[src/rtl/imem_access_arbiter.sv]
// Two-port arbiter in front of a single registered-read instruction memory.
// Fetch (read-only) and loader (read/write) accesses are serialised as ISSUE -> CAPTURE.
module imem_access_arbiter #(
    parameter int ADDR_W      = 10,
    parameter int DATA_W      = 64,
    parameter bit LOADER_PRIO = 1'b0
) (
    input  logic              Clk,
    input  logic              Reset_n,
    input  logic              f_req,
    input  logic [ADDR_W-1:0] f_addr,
    output logic              f_ack,
    output logic [DATA_W-1:0] f_rdata,
    input  logic              l_req,
    input  logic              l_we,
    input  logic [ADDR_W-1:0] l_addr,
    input  logic [DATA_W-1:0] l_wdata,
    output logic              l_ack,
    output logic [DATA_W-1:0] l_rdata,
    output logic              mem_E,
    output logic              mem_RW,
    output logic [63:0]       mem_address,
    output logic [DATA_W-1:0] mem_dataIn,
    input  logic [DATA_W-1:0] mem_dataOut,
    output logic              busy
);

    typedef enum logic [1:0] {
        IDLE    = 2'd0,
        ISSUE   = 2'd1,
        CAPTURE = 2'd2
    } state_t;

    typedef enum logic {
        PORT_F = 1'b0,
        PORT_L = 1'b1
    } port_t;

    state_t            state, state_nx;
    port_t             last_gnt, last_gnt_nx;
    logic              wr_q, wr_nx;
    logic              f_ack_nx, l_ack_nx;
    logic [DATA_W-1:0] f_rdata_nx, l_rdata_nx;
    logic              mem_E_nx, mem_RW_nx;
    logic [63:0]       mem_address_nx;
    logic [DATA_W-1:0] mem_dataIn_nx;
    logic              busy_nx;
    logic              f_cand, l_cand, arb_en, take_l;

    // Returns 1 when the loader wins; only meaningful when at least one candidate is set.
    function automatic logic pick_loader(input logic f, input logic l, input port_t last);
        if (f && l) begin
            return LOADER_PRIO ? 1'b1 : (last == PORT_F);
        end
        return l;
    endfunction

    function automatic logic [63:0] widen_addr(input logic [ADDR_W-1:0] a);
        return 64'(a);
    endfunction

    always_comb begin
        state_nx       = state;
        last_gnt_nx    = last_gnt;
        wr_nx          = wr_q;
        f_ack_nx       = 1'b0;
        l_ack_nx       = 1'b0;
        f_rdata_nx     = f_rdata;
        l_rdata_nx     = l_rdata;
        mem_E_nx       = 1'b0;
        mem_RW_nx      = 1'b0;
        mem_address_nx = mem_address;
        mem_dataIn_nx  = mem_dataIn;
        f_cand         = f_req;
        l_cand         = l_req;
        arb_en         = 1'b0;
        take_l         = 1'b0;

        case (state)
            IDLE: begin
                arb_en = 1'b1;
            end
            ISSUE: begin
                state_nx = CAPTURE;
            end
            CAPTURE: begin
                // last_gnt always names the access in flight; its port is excluded from re-arbitration
                // because its request is still held during the ack cycle.
                if (last_gnt == PORT_F) begin
                    f_ack_nx   = 1'b1;
                    f_rdata_nx = mem_dataOut;
                    f_cand     = 1'b0;
                end else begin
                    l_ack_nx = 1'b1;
                    if (!wr_q) begin
                        l_rdata_nx = mem_dataOut;
                    end
                    l_cand = 1'b0;
                end
                state_nx = IDLE;
                arb_en   = 1'b1;
            end
            default: begin
                state_nx = IDLE;
            end
        endcase

        if (arb_en && (f_cand || l_cand)) begin
            take_l         = pick_loader(f_cand, l_cand, last_gnt);
            last_gnt_nx    = take_l ? PORT_L : PORT_F;
            wr_nx          = take_l & l_we;
            mem_E_nx       = 1'b1;
            mem_RW_nx      = take_l ? ~l_we : 1'b1;
            mem_address_nx = widen_addr(take_l ? l_addr : f_addr);
            if (take_l) begin
                mem_dataIn_nx = l_wdata;
            end
            state_nx = ISSUE;
        end

        busy_nx = (state_nx != IDLE);
    end

    always_ff @(posedge Clk or negedge Reset_n) begin
        if (!Reset_n) begin
            state       <= IDLE;
            last_gnt    <= PORT_L;
            wr_q        <= 1'b0;
            f_ack       <= 1'b0;
            l_ack       <= 1'b0;
            f_rdata     <= '0;
            l_rdata     <= '0;
            mem_E       <= 1'b0;
            mem_RW      <= 1'b0;
            mem_address <= '0;
            mem_dataIn  <= '0;
            busy        <= 1'b0;
        end else begin
            state       <= state_nx;
            last_gnt    <= last_gnt_nx;
            wr_q        <= wr_nx;
            f_ack       <= f_ack_nx;
            l_ack       <= l_ack_nx;
            f_rdata     <= f_rdata_nx;
            l_rdata     <= l_rdata_nx;
            mem_E       <= mem_E_nx;
            mem_RW      <= mem_RW_nx;
            mem_address <= mem_address_nx;
            mem_dataIn  <= mem_dataIn_nx;
            busy        <= busy_nx;
        end
    end

endmodule

[config.mk]
export PLATFORM = sky130hd
export DESIGN_NAME = imem_access_arbiter
export DESIGN_NICKNAME = d
export VERILOG_FILES = /design/src/rtl/imem_access_arbiter.sv
export SDC_FILE = /design/constraint.sdc
export NUM_CORES = 1
export LEC_CHECK = 0
export ABC_AREA = 0
export ABC_CLOCK_PERIOD_IN_PS = 1900
export BUFFER_PORTS_ARGS = -buffer_cell sky130_fd_sc_hd__buf_2
export CAP_MARGIN = 20
export CORE_AREA = 2 2 160 162
export CTS_CLUSTER_DIAMETER = 80
export CTS_CLUSTER_SIZE = 10
export DETAILED_ROUTE_END_ITERATION = 8
export DIE_AREA = 0 0 162 164
export GPL_TIMING_DRIVEN = 0
export HOLD_SLACK_MARGIN = 0.1
export PLACE_DENSITY = 0.68
export SETUP_SLACK_MARGIN = 0.4
export SYNTH_ARGS = -nofsm -noshare
export SYNTH_HDL_FRONTEND = slang
export SYNTH_SLANG_ARGS = --single-unit
[constraint.sdc]
create_clock -name Clk -period 1.9 [get_ports Clk]
set_clock_uncertainty 0.05 [all_clocks]
set_input_delay 0.285 -clock Clk [delete_from_list [all_inputs] [get_ports Clk]]
set_output_delay 0.285 -clock Clk [all_outputs]
set_load 0.05 [all_outputs]
Word level (Yosys, flattened, before mapping)
Cells that the tools add are included.

Flip-flop bits (word level): 211. Output and inout bits: 261.

Reductions and logical operators: 9. Equality and inequality tests: 2. Mux-type cells: 21. Bitwise operators: 4.

Operator list (count): 1-bit two-way mux (18); 10-bit two-way mux (1); 2-bit one-hot mux with 2 select lines (1); 2-bit AND reduction (2); 1-bit NOT (3); 3-bit AND reduction (1); 2-bit by 1-bit == test with 1-bit output (second input constant) (1); 2-bit == test (second input constant) (1); 1-bit logical AND (2); 2-bit zero test (1); 2-bit two-way mux (1); 2-bit nonzero test (1); 2-bit OR reduction (1); 1-bit bitwise AND (1); 1-bit logical OR (1).

Logic depth before layout (Yosys ltp)
Gate-level depths: netlist of the first run.

Depth after elaboration: 9. Mapped depth: 5.

Worst setup path before layout of the first run
OpenSTA, ideal clock, no wires.

Path kind: register to register. Start: register last_gnt. End: register l_rdata[3]. Cell stages (with the launch flop): 5. Period minus slack after synthesis: 1.738 ns. Setup slack: 0.162 ns. Data arrival time: 1.563 ns. Cells stage by stage: dfstp_2 -> inv_1 -> nor3_4 -> buf_6 -> mux2_2.

Word-level cells in the longest chain between the ends: 1.

RTL lines: from (decl) (line 40) `port_t last_gnt, last_gnt_nx;`; from (signal assigned) (line 140) `last_gnt <= last_gnt_nx;`; 3-bit AND reduction (no line); to (signal assigned) (line 145) `l_rdata <= l_rdata_nx;`; to (decl) (line 19) `output logic [DATA_W-1:0] l_rdata,`.

No other way between the ends. A chain may end at the register's enable or synchronous reset.

Final worst setup path of the first run
Start: register last_gnt. End: register f_rdata[23].

Word-level cells in the longest chain between the ends: 2.

RTL lines: 1-bit NOT (no line); 2-bit AND reduction (no line); to (signal assigned) (line 144) `f_rdata <= f_rdata_nx;`; to (decl) (line 13) `output logic [DATA_W-1:0] f_rdata,`.

No other way between the ends.

==> flow_summary_export.csv, run 1 <==
group,metric,value,unit
layout,final_cell_count_no_fill,1493,
clocking,h-tree-depth,1,
global_routing,global_route.overflow_total,0,
drt,wl_met3,1627,um
clocking,cts_tree,"yes",
timing,maxSlewViolCount,0,
layout,area_growth,69.93,%
synth,synth.most_common_cell,"dfrtp_1",
synth,netlist_instances,532,
worst_setup_path,cp.required,2250,ps
clocking,numCtsBuffers,25,
timing,period_minus_slack,1648,ps
timing,worst_pin_slew,815.9,ps
synth,ys_seq_area_share,63.26,%
floorplan,start_util,33.64,%
placed_design,hpwlAfterDp,15930,um
pwr,power.density,2098,nW/um^2
global_routing,grt_pass1_vias,6811,
drt,via_count,6524,
worst_setup_path,crit_family,"buffers and inverters",
synth,syn_area,8348,sq um
synth,ys_async_sr_fraction,100.0,%
timing,whs,-254.8,ps
synth,netlist.area_leader.share,62.95,%
drt,wirelength,25150,um
global_routing,track_usage,17.38,%
clocking,holdBufCountCts,151,
floorplan,io_pins,414,
floorplan,die_h,164,um
timing,slew_headroom,45.61,%
clocking,root_buffer,"clkbuf_16",
timing,setup_violations,0,
worst_setup_path,path_class,"flop to flop",
worst_setup_path,cpPeakStageDelay,570,ps
synth,synthFlopType,"dfrtp_1",
floorplan,dieArea,26570,sq um
synth,yosysTopAreaCell,"dfrtp_1",
global_routing,grt_pass1_wl,36530,um
status,violations,"negative hold slack",
drt,drt_drc_violations_left,0,
timing,finalHoldViolations,103,
layout,drive_gt1_share,59.64,%
floorplan,rows,58,
flow_run,cap_violations,0,
synth,ys_types,22,
worst_setup_path,path_buf_inv,4,
hold_path,hold_path.class,"input port to async pin",
worst_setup_path,worst-path-max-fanout,9,
drt,met1_length,9588,um
drt,drtIter0Drc,339,
clocking,cts_sinks,211,
worst_setup_path,slowest_stage,"dfstp_2",
worst_setup_path,path_cells,"buf_4, nor2_4, buf_12, buf_12, clkbuf_16, mux2_4",
floorplan,core-area,24820,sq um
drt,postRouteAntennaNets,0,
synth,synthTopCellsByCount,"210 x dfrtp_1, 188 x mux2_2, 60 x buf_4",
clocking,clk_path_buf_depth,3,
global_routing,grt_start_max_net_pins,108,
placed_design,portBuffers,359,
clocking,clock_latency,500,ps
drt,routed.top_layer,"met4",
worst_setup_path,arrival,1990,ps
synth,synth.avg_cell_area,15.69,sq um
synth,yosysWarnings,0,
drt,drtPass1Iterations,4,
floorplan,die_w,162,um
timing,period_share,86.74,%
clocking,clkTransAtPathRegs,60,ps
worst_setup_path,critPathMostFrequentCell,"buf_12",
timing,rsz0062_at_grt,"yes",
synth,synth_edf_count,0,
drt,wl_per_cell,16.84,um
layout,multi_input_area,2975,sq um
drt,avgViaCountPerCell,4.370,
layout,nNetsFinal,1305,
timing,fmax,0.6068,GHz
pwr,fin_total_pwr,0.02976,W
drt,met2_length,13000,um
status,status,"finished, violations left",
synth,ys_top_cells_by_area,"dfrtp_1 63%, mux2_2 25%, buf_4 5.4%, mux2i_1 1.2%, buf_6 0.81%",
placed_design,dpl.cell_count,1275,
worst_setup_path,cp-end-kind,"flop",
layout,final.fill_count,1911,
pwr,peakVddDrop,1311,uV
placed_design,gp_congestion,0.7654,
layout,seqCellArea,5284,sq um
pwr,p_leak,6.981,nW
worst_setup_path,crit_path_start_kind,"flop",
synth,ys_ff_latch,211,
global_routing,antenna_found_initial,1,
-- final cells by class --
type	instances	share of cell area, %
repair buffers	540	28.29
plain buffers	77	5.715
multi-input cells	295	20.97
diodes	1	0.01764
clock buffers	35	4.675
flip-flops and latches	211	37.25
clock inverters	2	0.1235
well taps	330	2.911
inverters	2	0.05292
-- metal layers --
layer,up-vias,GRT usage (%)
li1,2985,-
met1,3201,20.86
met2,274,30.85
met3,64,3.535
met4,0,6.557
met5,-,0
-- power by group --
group          leakage (nW)  switching [W]  internal (W)
logic                  4.15         0.0114       0.00612
clock network         0.329        0.00177       0.00240
registers              2.50        0.00123       0.00681
-- what timing repair did --
item,in CTS,in global routing
pin swaps,3,2
buffers inserted,19,2
cloned,4,4
resized for setup,97,134
endpoints found under the setup margin,218,289
endpoints found under the hold margin,307,103
-- sequential cells by signal, indices dropped and copies added (netlist names) --
name         count
state            2
l_rdata         64
mem_E            1
wr_q             1
f_ack            1
mem_address     10
mem_RW           1
last_gnt         1
f_rdata         64
mem_dataIn      64
l_ack            1
busy             1
-- cell usage in the layout (no fill, tap or decap), drive strengths merged --
cell | netlist | final
nor3 | 1 | 1
a311oi | 2 | 2
conb | 1 | 54
o21ai | 2 | 2
clkbuf | 0 | 120
nor2 | 14 | 14
dfstp | 1 | 1
mux2 | 193 | 193
dlygate4sd3 | 0 | 151
or2 | 1 | 1
a21boi | 1 | 1
nand2b | 2 | 2
nand3b | 1 | 1
a21oi | 10 | 10
mux2i | 10 | 10
nor2b | 3 | 3
nand2 | 1 | 1
diode | 0 | 1
inv | 2 | 4
dfrtp | 210 | 210
buf | 77 | 381
-- cells by family (layout without fill, tap and decap cells) --
family / Yosys count / count (layout) / share of synthesized area [%]
muxes: 203 / 203 / 27.23
other: 1 / 55 / 0.04492
buffers and inverters: 79 / 656 / 6.954
and+or+nand+nor: 23 / 23 / 1.409
DFF: 211 / 211 / 63.26
AOI/OAI and AO/OA: 15 / 15 / 1.094
-- path summary, 6_finish.rpt --
path | endpoint | startpoint | cells past startpoint | slack (ps)
max in group asynchronous | l_rdata[11] | Reset_n | 2 | 1060
worst min register to register | l_rdata[13] | l_rdata[13] | 1 | 430
worst min-delay path | mem_dataIn[5] | Reset_n | 1 | -250
min in group Clk | l_rdata[13] | l_rdata[13] | 1 | 430
worst max register to register | f_rdata[23] | last_gnt | 6 | 250
worst max-delay path | f_rdata[23] | last_gnt | 6 | 250
-- per-stage QoR --
step | area [sq um] | setup TNS (ps) | hold slack (ps) | utilization [%] | setup WS, ps
3_3_place_gp | 10830 | -675340 | 413.5 | 43.62 | -3174
4_1_cts | 13670 | 0 | -205.4 | 55.06 | 247.5
5_1_grt | 14190 | 0 | -189.8 | 57.16 | 189.8
3_5_place_dp | 10860 | -11110 | 325.4 | 43.77 | -225.5
2_1_floorplan | 8617 | 0 | -60.59 | - | 202.9
6_report | 14190 | 0 | -254.8 | 57.16 | 251.9
Power figures use the tool's default switching activity.
==> run 2: changes to the inputs <==
--- a/config.mk
+++ b/config.mk
@@ -5,7 +5,7 @@
 export SDC_FILE = /design/constraint.sdc
 export NUM_CORES = 1
 export LEC_CHECK = 0
-export ABC_AREA = 0
+export ABC_AREA = 1
 export ABC_CLOCK_PERIOD_IN_PS = 1900
 export BUFFER_PORTS_ARGS = -buffer_cell sky130_fd_sc_hd__buf_2
 export CAP_MARGIN = 20
==> flow_summary_export.csv, run 2 <==
group,metric,value,unit
status,status,"completed",
pwr,fin_total_pwr,0.03127,W
worst_setup_path,regToRegStartpoint,"last_gnt",
clocking,cts_sinks,211,
drt,postRouteAntennaNets,0,
worst_setup_path,crit_path_start_kind,"flop",
worst_setup_path,crit_family,"flip-flops",
layout,mostFrequentLayoutCell,"nand2_1",
placed_design,hpwlAfterDp,18200,um
pwr,clkPwrFrac,13.1,%
global_routing,grt_pass1_wl,45790,um
synth,netlist.area_leader.share,62.48,%
timing,period_minus_slack,1655,ps
synth,ys_async_sr_fraction,100.0,%
placed_design,pre_cts_ws,44.29,ps
global_routing,grt_start_max_net_pins,111,
worst_setup_path,path_class,"flop to flop",
synth,yosysTopAreaCell,"dfrtp_1",
drt,wirelength,34220,um
floorplan,dieArea,26570,sq um
synth,ys_types,19,
synth,synth.most_common_cell,"nand2_1",
synth,synth.avg_cell_area,9.212,sq um
timing,final.setup.worst_slack,245.3,ps
placed_design,portBuffers,359,
timing,period_share,87.09,%
floorplan,rows,58,
floorplan,die_w,162,um
hold_path,hold_start,"f_req",
timing,slew_headroom,60.15,%
pwr,switchingPower,0.01616,W
drt,avgViaCountPerCell,4.689,
layout,final_cell_area,15630,sq um
clocking,clkTransAtPathRegs,60,ps
layout,final_cell_count_no_fill,1884,
worst_setup_path,path_cells,"nand3_4, or2_4, buf_16, buf_8, o21ai_1",
hold_path,hold_path.class,"input port to flop",
pwr,p_leak,8.340,nW
floorplan,start_util,33.89,%
synth,ys_ff_latch,211,
synth,syn_area,8411,sq um
global_routing,global_route.overflow_total,0,
timing,setup-tns-final,0,ps
synth,netlist_instances,913,
global_routing,track_usage,21.69,%
worst_setup_path,path_depth,5,
worst_setup_path,slowest_stage,"dfstp_2",
pwr,p_comb_share,59.7,%
drt,wl_per_cell,18.16,um
worst_setup_path,arrival,2030,ps
worst_setup_path,ff2ff_path_depth,5,
layout,drive_gt1_share,47.13,%
synth,ys_top_cells_by_area,"dfrtp_1 62%, nand2_1 17%, o21ai_0 5.5%, buf_4 5.4%, inv_1 3.1%",
worst_setup_path,r2r-end,"l_rdata[60]",
timing,worst_pin_slew,597.7,ps
drt,drtPass1Iterations,5,
synth,synthFlopType,"dfrtp_1",
worst_setup_path,cp.required,2270,ps
timing,fmax,0.6043,GHz
layout,nNetsFinal,1705,
timing,rsz0062_at_grt,"yes",
pwr,peakVddDrop,1300,uV
worst_setup_path,cp-end-kind,"flop",
synth,synthTopCellsByCount,"380 x nand2_1, 210 x dfrtp_1, 93 x o21ai_0",
drt,via_count,8835,
timing,setup_violations,0,
worst_setup_path,worst-path-max-fanout,10,
layout,area_growth,85.79,%
floorplan,core-area,24820,sq um
layout,layout_common_cells,"250 x nand2_1, 211 x buf_2, 209 x dfrtp_1",
clocking,root_buffer,"clkbuf_16",
placed_design,gp_congestion,0.8296,
pwr,netSwitchingFraction,51.67,%
global_routing,grt_pass1_vias,8812,
worst_setup_path,reg2reg_slack,250,ps
synth,ys_seq_area_share,62.79,%
clocking,clk_path_buf_depth,3,
placed_design,place_area,10860,sq um
hold_path,min_path_cells,7,
worst_setup_path,cpPeakStageDelay,580,ps
drt,drtIter0Drc,624,
clocking,clock_latency,510,ps
synth,synth_edf_count,0,
pwr,internal_power,0.01511,W
placed_design,dpl.cell_count,1656,
clocking,cts_tree,"yes",
floorplan,die_h,164,um
clocking,h-tree-depth,1,
hold_path,whs_endpoint,"mem_address[9]",
pwr,p_seq_share,27.1,%
pwr,power.density,2001,nW/um^2
timing,finalHoldViolations,0,
flow_run,cap_violations,0,
floorplan,io_pins,414,
synth,yosysWarnings,0,
worst_setup_path,path_buf_inv,2,
layout,largestRegisters,"f_rdata (64), l_rdata (64), mem_dataIn (64)",
global_routing,antenna_found_initial,1,
drt,drt_drc_violations_left,0,
timing,maxSlewViolCount,0,
clocking,numCtsBuffers,25,
-- run 2: cell types whose count changed after synthesis, moves of 8 or more --
cell | previous run | this run
nand4_1 | 0 | 10
clkbuf_1 | 0 | 12
o21ai_0 | 2 | 93
o21ai_1 | 0 | 36
inv_1 | 2 | 69
nor2_1 | 14 | 4
buf_2 | 11 | 23
mux2_2 | 188 | 0
nand2_1 | 1 | 380
mux2i_1 | 10 | 0
a21oi_1 | 10 | 2
-- run 2: cell type report --
class                      instances  area [sq um]
fill                            1767          9193
sequential                       211          5283
timing repair buffer             559          4695
multi-input combinational        583          3189
buffer                           102          1127
clock buffer                      26         629.4
tap                              330         412.9
inverter                          70         270.3
clock inverter                     2         17.52
antenna                            1         2.502
-- run 2: worst max path at each step --
stage / start / end / slack (ps)
after floorplan: last_gnt / l_rdata[47] / 420
after global placement: Reset_n / mem_dataIn[15] / -3140
after detailed placement: last_gnt / f_rdata[43] / 40
after CTS: last_gnt / mem_dataIn[11] / 330
after global routing: last_gnt / l_rdata[60] / 210
final: last_gnt / l_rdata[60] / 250
-- run 2: worst min-delay path: stages --
cell,delay (ps)
buf_2,90
nand2_2,70
nand3_4,90
nand2_1,60
nand2_1,70
nand2_2,50
nand2_1,50
-- run 2: metrics by stage --
step | hold slack, ps | utilization [%]
after global placement | 400.7 | 43.59
after detailed placement | 343.7 | 43.74
final | 227.0 | 62.96
after floorplan | -60.59 | -
after CTS | 194.6 | 56.22
after global routing | 277.3 | 62.96
-- run 2: kinds of logic after synthesis --
| group | after synthesis | share of synthesized area [%] |
|---|---|---|
| buffers and inverters | 172 | 11.17 |
| AO/OA/AOI/OAI | 131 | 7.795 |
| other | 1 | 0.04459 |
| AND/OR/NAND/NOR | 398 | 18.19 |
| flip-flops | 211 | 62.79 |
-- run 2: layer usage --
metal,wire [um],GRT usage [%],vias to the layer above
met2,17960,39.61,458
met3,2440,5.177,103
met4,1559,8.005,0
li1,-,-,4008
met5,0,0,-
met1,12260,24.66,4266
-- run 2: what timing repair did --
| item | 4_1_cts | 5_1_grt |
|---|---|---|
| gates resized for setup | 229 | 420 |
| setup buffers | 9 | 7 |
| hold buffers | 152 | 0 |
| pin swaps | 5 | 24 |
| hold endpoints to repair | 313 | 0 |
| setup endpoints to repair | 248 | 417 |
| cloned | 11 | 20 |
-- run 2: power by group through the flow --
stage / Clock [W] / Combinational, W / Sequential, W
floorplan: 0 / 0.00294 / 0.0154
detailed placement: 0 / 0.0142 / 0.00790
finish: 0.00411 / 0.0187 / 0.00848
global route: 0.00436 / 0.0195 / 0.00868
CTS: 0.00415 / 0.0157 / 0.00797
global placement: 0 / 0.0140 / 0.00785
==> run 3: changes to the inputs <==
--- a/config.mk
+++ b/config.mk
@@ -6,9 +6,9 @@
 export NUM_CORES = 1
 export LEC_CHECK = 0
 export ABC_AREA = 1
-export ABC_CLOCK_PERIOD_IN_PS = 1900
+export ABC_CLOCK_PERIOD_IN_PS = 1800
 export BUFFER_PORTS_ARGS = -buffer_cell sky130_fd_sc_hd__buf_2
-export CAP_MARGIN = 20
+export CAP_MARGIN = 0
 export CORE_AREA = 2 2 160 162
 export CTS_CLUSTER_DIAMETER = 80
 export CTS_CLUSTER_SIZE = 10
==> constraint.sdc (replaced) <==
create_clock -name Clk -period 1.8 [get_ports Clk]
set_clock_uncertainty 0.05 [all_clocks]
set_input_delay 0.18 -clock Clk [delete_from_list [all_inputs] [get_ports Clk]]
set_output_delay 0.18 -clock Clk [all_outputs]
set_load 0.05 [all_outputs]
==> flow_summary_export.csv, run 3 (synthesized netlist as in run 2, its figures left out) <==
group,metric,value,unit
clocking,cts_sinks,211,
timing,maxSlewViolCount,0,
worst_setup_path,worst-path-max-fanout,7,
timing,worst_pin_slew,830.1,ps
worst_setup_path,ff2ff_path_depth,7,
floorplan,start_util,33.89,%
pwr,p_seq_share,27.5,%
timing,slew_headroom,44.66,%
timing,finalHoldViolations,101,
placed_design,gp_congestion,0.8412,
placed_design,place_area,10940,sq um
hold_path,hold_path.class,"input port to async pin",
drt,wirelength,31910,um
global_routing,antenna_found_initial,0,
timing,rsz0062_at_grt,"yes",
clocking,clkTransAtPathRegs,60,ps
pwr,netSwitchingFraction,51.88,%
timing,fmax,0.6130,GHz
floorplan,dieArea,26570,sq um
flow_run,cap_violations,0,
worst_setup_path,crit_path_start_kind,"flop",
timing,whs,-400.2,ps
floorplan,io_pins,414,
floorplan,die_h,164,um
timing,setup_violations,0,
placed_design,portBuffers,359,
placed_design,dpl.cell_count,1656,
timing,period_minus_slack,1631,ps
pwr,clkPwrFrac,14.4,%
global_routing,grt_pass1_vias,8531,
layout,final_cell_area,14560,sq um
drt,postRouteAntennaNets,0,
layout,largestRegisters,"f_rdata (64), l_rdata (64), mem_dataIn (64)",
layout,nNetsFinal,1701,
layout,diodes,0,
worst_setup_path,cp.required,2170,ps
global_routing,track_usage,20.64,%
clocking,cts_tree,"yes",
global_routing,grt_pass1_wl,43930,um
layout,area_growth,73.07,%
drt,via_count,8734,
worst_setup_path,path_class,"flop to flop",
worst_setup_path,arrival,2000,ps
layout,mostFrequentLayoutCell,"nand2_1",
status,violations,"negative hold slack",
pwr,internal_power,0.01493,W
floorplan,rows,58,
layout,final_util,58.65,%
clocking,holdBufCountCts,151,
floorplan,core-area,24820,sq um
pwr,p_leak,8.032,nW
pwr,power.density,2131,nW/um^2
pwr,switchingPower,0.01609,W
worst_setup_path,reg2reg_slack,170,ps
pwr,p_comb_share,58.1,%
drt,avgViaCountPerCell,4.626,
global_routing,grt_start_max_net_pins,110,
placed_design,hpwlAfterDp,18400,um
global_routing,global_route.overflow_total,0,
layout,layout_common_cells,"374 x nand2_1, 237 x buf_2, 208 x dfrtp_1",
drt,wl_per_cell,16.90,um
status,status,"finished, violations left",
worst_setup_path,cp-end-kind,"flop",
pwr,peakVddDrop,1743,uV
drt,drtPass1Iterations,5,
timing,period_share,90.63,%
clocking,numCtsBuffers,25,
clocking,clock_latency,520,ps
clocking,clk_path_buf_depth,3,
drt,drt_drc_violations_left,0,
clocking,root_buffer,"clkbuf_16",
layout,drive_gt1_share,35.94,%
clocking,h-tree-depth,1,
drt,drtIter0Drc,847,
layout,final_cell_count_no_fill,1888,
layout,final.fill_count,1962,
floorplan,die_w,162,um
run 3: final cells by class:
class / count / area (sq um) / area share, %
repair buffers: 555 / 4353 / 29.90
plain buffers: 102 / 1045 / 7.177
flip-flops and latches: 211 / 5284 / 36.30
well taps: 330 / 412.9 / 2.837
clock buffers: 35 / 663.1 / 4.556
inverters: 70 / 267.8 / 1.839
clock inverters: 2 / 17.52 / 0.1203
multi-input cells: 583 / 2514 / 17.27
run 3: final timing paths:
check	start	to
worst max-delay path	last_gnt	f_rdata[10]
worst min-delay path	Reset_n	l_rdata[36]
worst max register to register	last_gnt	f_rdata[10]
worst min register to register	mem_dataIn[23]	mem_dataIn[23]
max in group asynchronous	Reset_n	mem_dataIn[29]
min in group Clk	l_wdata[59]	mem_dataIn[59]
run 3: routing by layer:
layer  vias up  GRT usage [%]  part of all wire, %  wire, um
met5         -              0                    0         0
met4         0          8.206                  3.7      1178
met3        91          4.419                  7.9      2517
met2       507          36.56                   52     16500
met1      4143          24.51                   37     11710
li1       3993              -                    -         -
run 3: repair_timing:
item	4_1_cts	5_1_grt
endpoints found under the hold margin	307	101
resized for setup	58	279
pin swaps	2	5
buffers inserted	6	17
endpoints found under the setup margin	237	329
gates cloned	0	21
run 3: power groups by stage:
stage	sequential, W	combinational [W]	clock [W]
after floorplan	0.0162	0.00324	0
after global placement	0.00830	0.0149	0
after detailed placement	0.00835	0.0151	0
after CTS	0.00833	0.0157	0.00454
after global routing	0.00875	0.0189	0.00477
final	0.00854	0.0180	0.00447
run 3: critical path: stages, from the launching register on:
cell and delay [ps]:
dfstp_2 570, buf_4 120, inv_2 40, nand3_4 160, clkbuf_16 220, clkbuf_16 150
nand2_1 60, o21ai_1 160
run 3: metrics by stage:
| step | hold slack (ps) | TNS (ps) | worst slack (ps) | power, W |
|---|---|---|---|---|
| after floorplan | -165.6 | 0 | 361.2 | 0.01945 |
| after global placement | 329.9 | -655240 | -3132 | 0.02324 |
| after detailed placement | 230.4 | -1122 | -96.31 | 0.02346 |
| after CTS | -319.2 | 0 | 239.9 | 0.02855 |
| after global routing | -300.1 | 0 | 111.4 | 0.03240 |
| final | -400.2 | 0 | 168.7 | 0.03102 |
